<file path="config.mk">
export PLATFORM = sky130hd
export DESIGN_NAME = cmp_result_filter
export DESIGN_NICKNAME = d
export VERILOG_FILES = /design/src/rtl/cmp_pkg.sv /design/src/rtl/sat_counter.sv /design/src/rtl/cmp_result_filter.sv
export SDC_FILE = /design/constraint.sdc
export NUM_CORES = 1
export LEC_CHECK = 0
export BUFFER_PORTS_ARGS = -buffer_cell sky130_fd_sc_hd__buf_4
export CORE_MARGIN = 4
export CORE_UTILIZATION = 52
export DETAILED_ROUTE_END_ITERATION = 6
export GPL_TIMING_DRIVEN = 1
export PLACE_DENSITY_LB_ADDON = 0.2
export REMOVE_ABC_BUFFERS = 1
export SLEW_MARGIN = 25
export SYNTH_ARGS = -nofsm -noshare
export SYNTH_HDL_FRONTEND = slang
export SYNTH_HIERARCHICAL = 1
export SYNTH_SLANG_ARGS = --single-unit
</file>
<file path="constraint.sdc">
create_clock -name clk -period 5.7 [get_ports clk]
set_input_delay 0 -clock clk [delete_from_list [all_inputs] [get_ports clk]]
set_output_delay 0 -clock clk [all_outputs]
set_load 0.01 [all_outputs]
</file>
<file path="src/rtl/cmp_pkg.sv">
// Shared types and result encodings for the comparator result filter.
// Results are packed {g,l,e}, so a legal sample is exactly one of RES_G/RES_L/RES_E.
package cmp_pkg;

  typedef enum logic [1:0] {
    IDLE = 2'd0,
    CAND = 2'd1,
    LOCK = 2'd2
  } state_t;

  localparam logic [2:0] RES_NONE = 3'b000;
  localparam logic [2:0] RES_G    = 3'b100;
  localparam logic [2:0] RES_L    = 3'b010;
  localparam logic [2:0] RES_E    = 3'b001;

  function automatic logic is_legal(input logic [2:0] res);
    return (res == RES_G) || (res == RES_L) || (res == RES_E);
  endfunction

endpackage

</file>
<file path="src/rtl/sat_counter.sv">
// Saturating up-counter: holds at all-ones instead of wrapping.
module sat_counter #(
  parameter int CW = 8
) (
  input  logic          clk,
  input  logic          rst_n,
  input  logic          inc,
  output logic [CW-1:0] cnt
);

  logic [CW-1:0] cnt_reg;

  always_ff @(posedge clk) begin
    if (!rst_n) begin
      cnt_reg <= '0;
    end else if (inc && (cnt_reg != '1)) begin
      cnt_reg <= cnt_reg + CW'(1);
    end
  end

  assign cnt = cnt_reg;

endmodule

</file>
<file path="src/rtl/cmp_result_filter.sv">
// Debounces raw comparator g/l/e flags into a locked one-hot result.
// Optional per-outcome statistics are built only when CMP_STATS_EN is defined.
module cmp_result_filter
  import cmp_pkg::*;
#(
  parameter int STABLE_CNT = 4,
  parameter int CW         = 8
) (
  input  logic          clk,
  input  logic          rst_n,
  input  logic          in_valid,
  input  logic          g,
  input  logic          l,
  input  logic          e,
  output logic          stable_g,
  output logic          stable_l,
  output logic          stable_e,
  output logic          out_valid,
  output logic          err,
  output logic [CW-1:0] cnt_g,
  output logic [CW-1:0] cnt_l,
  output logic [CW-1:0] cnt_e
);

  localparam logic [4:0] LOCK_AT = 5'(STABLE_CNT);
  localparam logic [3:0] RUN_SAT = 4'(STABLE_CNT);

  state_t     state_reg;
  logic [2:0] cand_reg;
  logic [2:0] stable_reg;
  logic [3:0] run_reg;
  logic       out_valid_reg;
  logic       err_reg;

  logic [2:0] sample;
  logic       legal;
  logic       accept;
  logic       start_run;
  logic       extend_run;
  logic       do_lock;
  logic [4:0] run_inc;

  assign sample = {g, l, e};
  assign legal  = is_legal(sample);
  assign accept = in_valid & legal;

  // A sample either restarts the run at 1, extends the current run, or is ignored
  // (LOCK and matching the stable value). Either of the first two may complete a lock.
  always_comb begin
    start_run  = 1'b0;
    extend_run = 1'b0;
    if (accept) begin
      case (state_reg)
        IDLE:    start_run = 1'b1;
        CAND: begin
          if (sample == cand_reg) extend_run = 1'b1;
          else                    start_run  = 1'b1;
        end
        LOCK:    start_run = (sample != stable_reg);
        default: start_run = 1'b1;
      endcase
    end
    run_inc = start_run ? 5'd1 : ({1'b0, run_reg} + 5'd1);
    do_lock = (start_run | extend_run) && (run_inc >= LOCK_AT);
  end

  always_ff @(posedge clk) begin
    if (!rst_n) begin
      state_reg     <= IDLE;
      cand_reg      <= RES_NONE;
      stable_reg    <= RES_NONE;
      run_reg       <= 4'd0;
      out_valid_reg <= 1'b0;
      err_reg       <= 1'b0;
    end else begin
      out_valid_reg <= 1'b0;
      err_reg       <= 1'b0;
      if (in_valid && !legal) begin
        err_reg   <= 1'b1;
        cand_reg  <= RES_NONE;
        run_reg   <= 4'd0;
        state_reg <= IDLE;
      end else if (start_run || extend_run) begin
        cand_reg <= sample;
        if (do_lock) begin
          state_reg <= LOCK;
          run_reg   <= RUN_SAT;
          // Re-locking on the value already published is silent.
          if (sample != stable_reg) begin
            stable_reg    <= sample;
            out_valid_reg <= 1'b1;
          end
        end else begin
          state_reg <= CAND;
          run_reg   <= run_inc[3:0];
        end
      end
    end
  end

  assign stable_g  = stable_reg[2];
  assign stable_l  = stable_reg[1];
  assign stable_e  = stable_reg[0];
  assign out_valid = out_valid_reg;
  assign err       = err_reg;

`ifdef CMP_STATS_EN
  logic [CW-1:0] cnt_arr [3];

  // Index follows the {g,l,e} packing: 2=g, 1=l, 0=e.
  generate
    for (genvar gi = 0; gi < 3; gi++) begin : g_stat
      sat_counter #(.CW(CW)) u_cnt (
        .clk   (clk),
        .rst_n (rst_n),
        .inc   (accept & sample[gi]),
        .cnt   (cnt_arr[gi])
      );
    end
  endgenerate

  assign cnt_g = cnt_arr[2];
  assign cnt_l = cnt_arr[1];
  assign cnt_e = cnt_arr[0];
`else
  assign cnt_g = '0;
  assign cnt_l = '0;
  assign cnt_e = '0;
`endif

endmodule
</file>
# Yosys cells after proc, flatten, opt, wreduce, memory -nomap -nowiden
# Cells that the tools add are included.
# word_totals
regBits	14
output_inout_bits	29
wordCells	41
# op_classes
add_sub_neg	1
n_lt_le_gt_ge	1
n_eq_ne	7
muxes	11
bitwise_logic	6
reduce_logical	9
# ops
cell	n
1-bit 2-to-1 mux	7
4-bit by 1-bit adder with 5-bit output, second input constant	1
5-bit by 3-bit >= comparator with 1-bit output, second input constant	1
5-bit 2-to-1 mux	1
4-bit 2-to-1 mux	1
1-bit inverter	4
4-bit AND reduction	1
4-bit OR reduction	1
3-bit by 1-bit == test with 1-bit output, second input constant	1
3-bit by 2-bit == test with 1-bit output, second input constant	1
3-bit == test	1
3-bit == test, second input constant	1
1-bit logical OR	3
3-bit inequality test	1
2-bit by 1-bit == test with 1-bit output, second input constant	1
2-bit == test, second input constant	1
1-bit logical AND	2
2-bit 2-to-1 mux	1
1-bit one-hot mux with 2 select lines	1
2-bit OR reduction	1
1-bit AND	1
1-bit zero test	1
1-bit OR	1

# Depth between registers and ports, before layout
# logic_depth
ltp_word	10
ltp_mapped	8
depth_no_buf	7

# Worst setup path after synthesis
# OpenSTA, ideal clock, no wires.
# synth_path
kind	register -> register
start	register state_reg[0]
end	register state_reg[0]
setup_ps	116
t_arrival_ps	1753
t_required_ps	5584
path_slack_ps	3832
stages_incl_launch_ff	7
n_path_buf	1
cell_sequence	dfxtp_1 inv_1 ha_1 o41a_1 or3_1 buf_2 and3_1
# synth_between
elab_chain_cells	7
elab_cells_between_ends	12
classes_between	order compare (1); eq/ne (2); mux (6); bitwise (1); reduce/logical (2)
# synth_rtl
element	line	rtl
start, declared	cmp_result_filter.sv:28	state_t state_reg;
start signal, assigned	cmp_result_filter.sv:69	state_reg <= IDLE;
start signal, assigned	cmp_result_filter.sv:82	state_reg <= IDLE;
start signal, assigned	cmp_result_filter.sv:86	state_reg <= LOCK;
2-bit == test / 2-bit by 1-bit == test with 1-bit output (equally long branches)	cmp_result_filter.sv:53	case (state_reg)
1-bit one-hot mux with 2 select lines	cmp_result_filter.sv:53	
1-bit 2-to-1 mux	cmp_result_filter.sv:52	if (accept) begin
5-bit 2-to-1 mux	cmp_result_filter.sv:63	run_inc = start_run ? 5'd1 : ({1'b0, run_reg} + 5'd1);
5-bit by 3-bit >= comparator with 1-bit output	cmp_result_filter.sv:64	do_lock = (start_run | extend_run) && (run_inc >= LOCK_AT);
1-bit logical AND	cmp_result_filter.sv:64	
2-bit 2-to-1 mux	cmp_result_filter.sv:85	if (do_lock) begin
# Several ways; a longest one is shown, not always the timed one.
# A chain may end at the register's enable or synchronous reset.

# Final worst setup path
# layout_path
start	register state_reg[0]
end	register cand_reg[1]
# layout_between
elab_chain_cells	4
elab_cells_between_ends	7
classes_between	eq/ne (2); mux (4); reduce/logical (1)
# layout_rtl
element	line	rtl
2-bit == test / 2-bit by 1-bit == test with 1-bit output (equally long branches)	cmp_result_filter.sv:53	
1-bit one-hot mux with 2 select lines / 1-bit 2-to-1 mux (equally long branches)	cmp_result_filter.sv:53	
1-bit 2-to-1 mux	cmp_result_filter.sv:52	
1-bit logical OR (*)	cmp_result_filter.sv:83	end else if (start_run || extend_run) begin
end signal, assigned	cmp_result_filter.sv:84	cand_reg <= sample;
end, declared	cmp_result_filter.sv:29	logic [2:0] cand_reg;
# Every way passes the cells marked *; elsewhere a longest branch is shown, timed or not.

==> results.cfg <==
[status]
status = finished clean

[pwr]
peakVddDrop_mv = 0.1246
power_density_nw_per_um2 = 215.6
p_leak_uw = 0.0004548

[worst_setup_path]
cp_cell_sequence = inv_1 > ha_1 > o41a_1 > o21bai_1 > mux2i_1 > nor2_1
cp-start-kind = flip-flop
path_class = reg2reg
end_kind = flip-flop
crit_path_top_delay_cell = o41a_1
worst_ep_required_time_ps = 5890
slowest_delay_ps = 480
crit_fanout = 6
cp.arrival_ps = 2170
regToRegSetupSlack_ps = 3720

[synth]
yosysMostFrequentCell = buf_4
synth_edf_count = 0
synth_top_area_cell = dfxtp_1
synth_compound_area_share_pct = 13.82
synthXorXnorAreaFrac_pct = 7.237
syn-mean-instance-area_um2 = 8.567
synth_top_area_share_pct = 29.47
ys_seq_elements = 14
synthDistinctLibCells = 36
yosys_warnings = 6
synth_simple_gate_area_share_pct = 15.53
synth_fa_ha_area_share_pct = 3.947
postSynthCellCount = 111
synthArstFlopShare_pct = 0
netlist_area_um2 = 950.9
synthFlopType = dfxtp_1
synth_area_leaders = dfxtp_1 29%, buf_4 20%, nand2_1 4.3%, mux2i_1 4.2%, ha_1 3.9%
synth_top_family_by_area = buffers and inverters
synth_mux_area_share_pct = 4.211
synth.yosys.seq_area_share_pct = 29.47
synth_common_cells = 25 x buf_4, 14 x dfxtp_1, 11 x nand2_1

[clock_tree]
cts_tree = yes
cts.sinks = 14
worstSkewPairLatency_ps = 290
clk_pin_slew_worst_paths_ps = 90
cts_max_path_buffers = 2
cts_hold_repair.buffers = 2
cts_resized = 0
cts_inserted_buffers = 3
cts_root_buf = clkbuf_4
h-tree-depth = 1
post_cts_buffers = 0

[place]
placed_cell_area_um2 = 913.4
gp_congestion = 0.7526
dp.final_hpwl_mm = 1.166
io_buffers = 10

[global_routing]
grt-ovfl-total = 0
antenna_found_initial = 0
track_usage_pct = 13.05
first_global_vias = 579
grt_max_degree = 11
grt_pass1_wl_mm = 2.525

[die]
ioPinCount = 35
rows = 15
die-area_um2 = 2577
die_h_um = 50.77
core-area_um2 = 1727
start_util_pct = 55.07
chipWidth_um = 50.77

[detailed_routing]
drt_iter0_markers = 11
totalWireLength_mm = 1.466
ant_nets = 0
drc_errors = 0
wl_per_cell_um = 10.11
drt_pass1_iterations = 4
vias_per_cell = 4.524
num_vias = 656

[timing]
finalMaxSlewViolations = 0
rsz0062_at_grt = false
layout_min_cycle_time_ps = 1984
finalHoldViolations = 0
worstMarginPinSlew_ps = 718.0
max_freq_mhz = 504.0
tns_ps = 0
relSlewSlack_pct = 51.70
period_share_pct = 34.81
fin_skew_ps = 5.714
setup_viol_count_final = 0

[final_layout]
num-fill-cells = 171
n_antenna_cell = 0
final_area_um2 = 969.7
largest_reg_flops = 4
fin_nets = 130
syn_to_final_growth_pct = 1.974
final_layout_size_suffix_gt1_share_pct = 15.00

[min_path]
hold_path_class = in2reg

[run]
cap_violations = 0
-- kinds of logic (layout without fill, tap and decap cells) --
group	Yosys count	in the layout
other	1	24
AO/OA/AOI/OAI	18	18
multiplexers	4	4
flip-flops	14	14
XOR/XNOR	7	7
AND/OR/NAND/NOR	31	31
adder cells (fa/ha/maj)	3	3
buffers and inverters	33	19
-- report_power, final --
group | total, µW | switching (µW) | internal [µW]
sequential | 102 | 1.48 | 100
combinational | 34.6 | 21.8 | 12.9
clock | 72.9 | 33.9 | 38.9
-- cells in the final DEF, fill, tap and decap left out, types with 2 or more instances in the layout --
cell type      count
a21boi_0           2
nor4_1             2
clkbuf_4           3
o21ai_0            3
and3_1             3
dlygate4sd3_1      2
dfxtp_1           14
ha_1               3
nand3_1            3
inv_1              3
o21a_1             2
xor2_1             3
buf_4             10
nand2_1           11
and2_1             2
conb_1            24
nor2_1             6
mux2i_1            4
xnor2_1            3
-- final cells by class --
class	instances	area, µm²	share of cell area, %
multi-input cells	87	515.5	53.16
well taps	25	31.28	3.226
repair buffers	12	95.09	9.806
inverters	3	11.26	1.161
clock buffers	4	36.28	3.742
flip-flops and latches	14	280.3	28.90
-- per-stage QoR --
stage | util, % | worst slack (ps) | hold WS (ps) | cells | power [µW]
3_3_place_gp | 52.90 | 3769 | 263.6 | 139 | 136.4
6_report | 56.16 | 3716 | 7.389 | 145 | 209.1
2_1_floorplan | - | 3854 | 132.6 | 104 | 127.2
4_1_cts | 56.16 | 3719 | 9.632 | 145 | 210.1
3_5_place_dp | 52.90 | 3705 | 269.0 | 139 | 136.8
5_1_grt | 56.16 | 3500 | 14.28 | 145 | 220.7
-- metal layers --
layer / share of wire [%] / track usage [%] / vias to the layer above
met1: 48 / 16.58 / 276
met4: 2.5 / 8.072 / 0
met5: 0 / 0 / -
met2: 39 / 20.00 / 31
met3: 11 / 2.671 / 5
li1: - / - / 344
-- worst max-delay path, delay by kind of cell, from the launching register on --
family,cells,cell delay [ps]
buffers and inverters,1,60
AND/OR/NAND/NOR,1,50
adder cells (fa/ha/maj),1,300
AO/OA/AOI/OAI,2,890
flip-flops,1,340
multiplexers,1,240
-- path summary, 6_finish.rpt --
path                startpoint            end  cells after the start
setup reg to reg  state_reg[0]    cand_reg[1]                      6
setup / recovery  state_reg[0]    cand_reg[1]                      6
hold reg to reg     run_reg[1]     run_reg[1]                      2
hold / removal               e  stable_reg[0]                      3
Power figures use the tool's default switching activity.
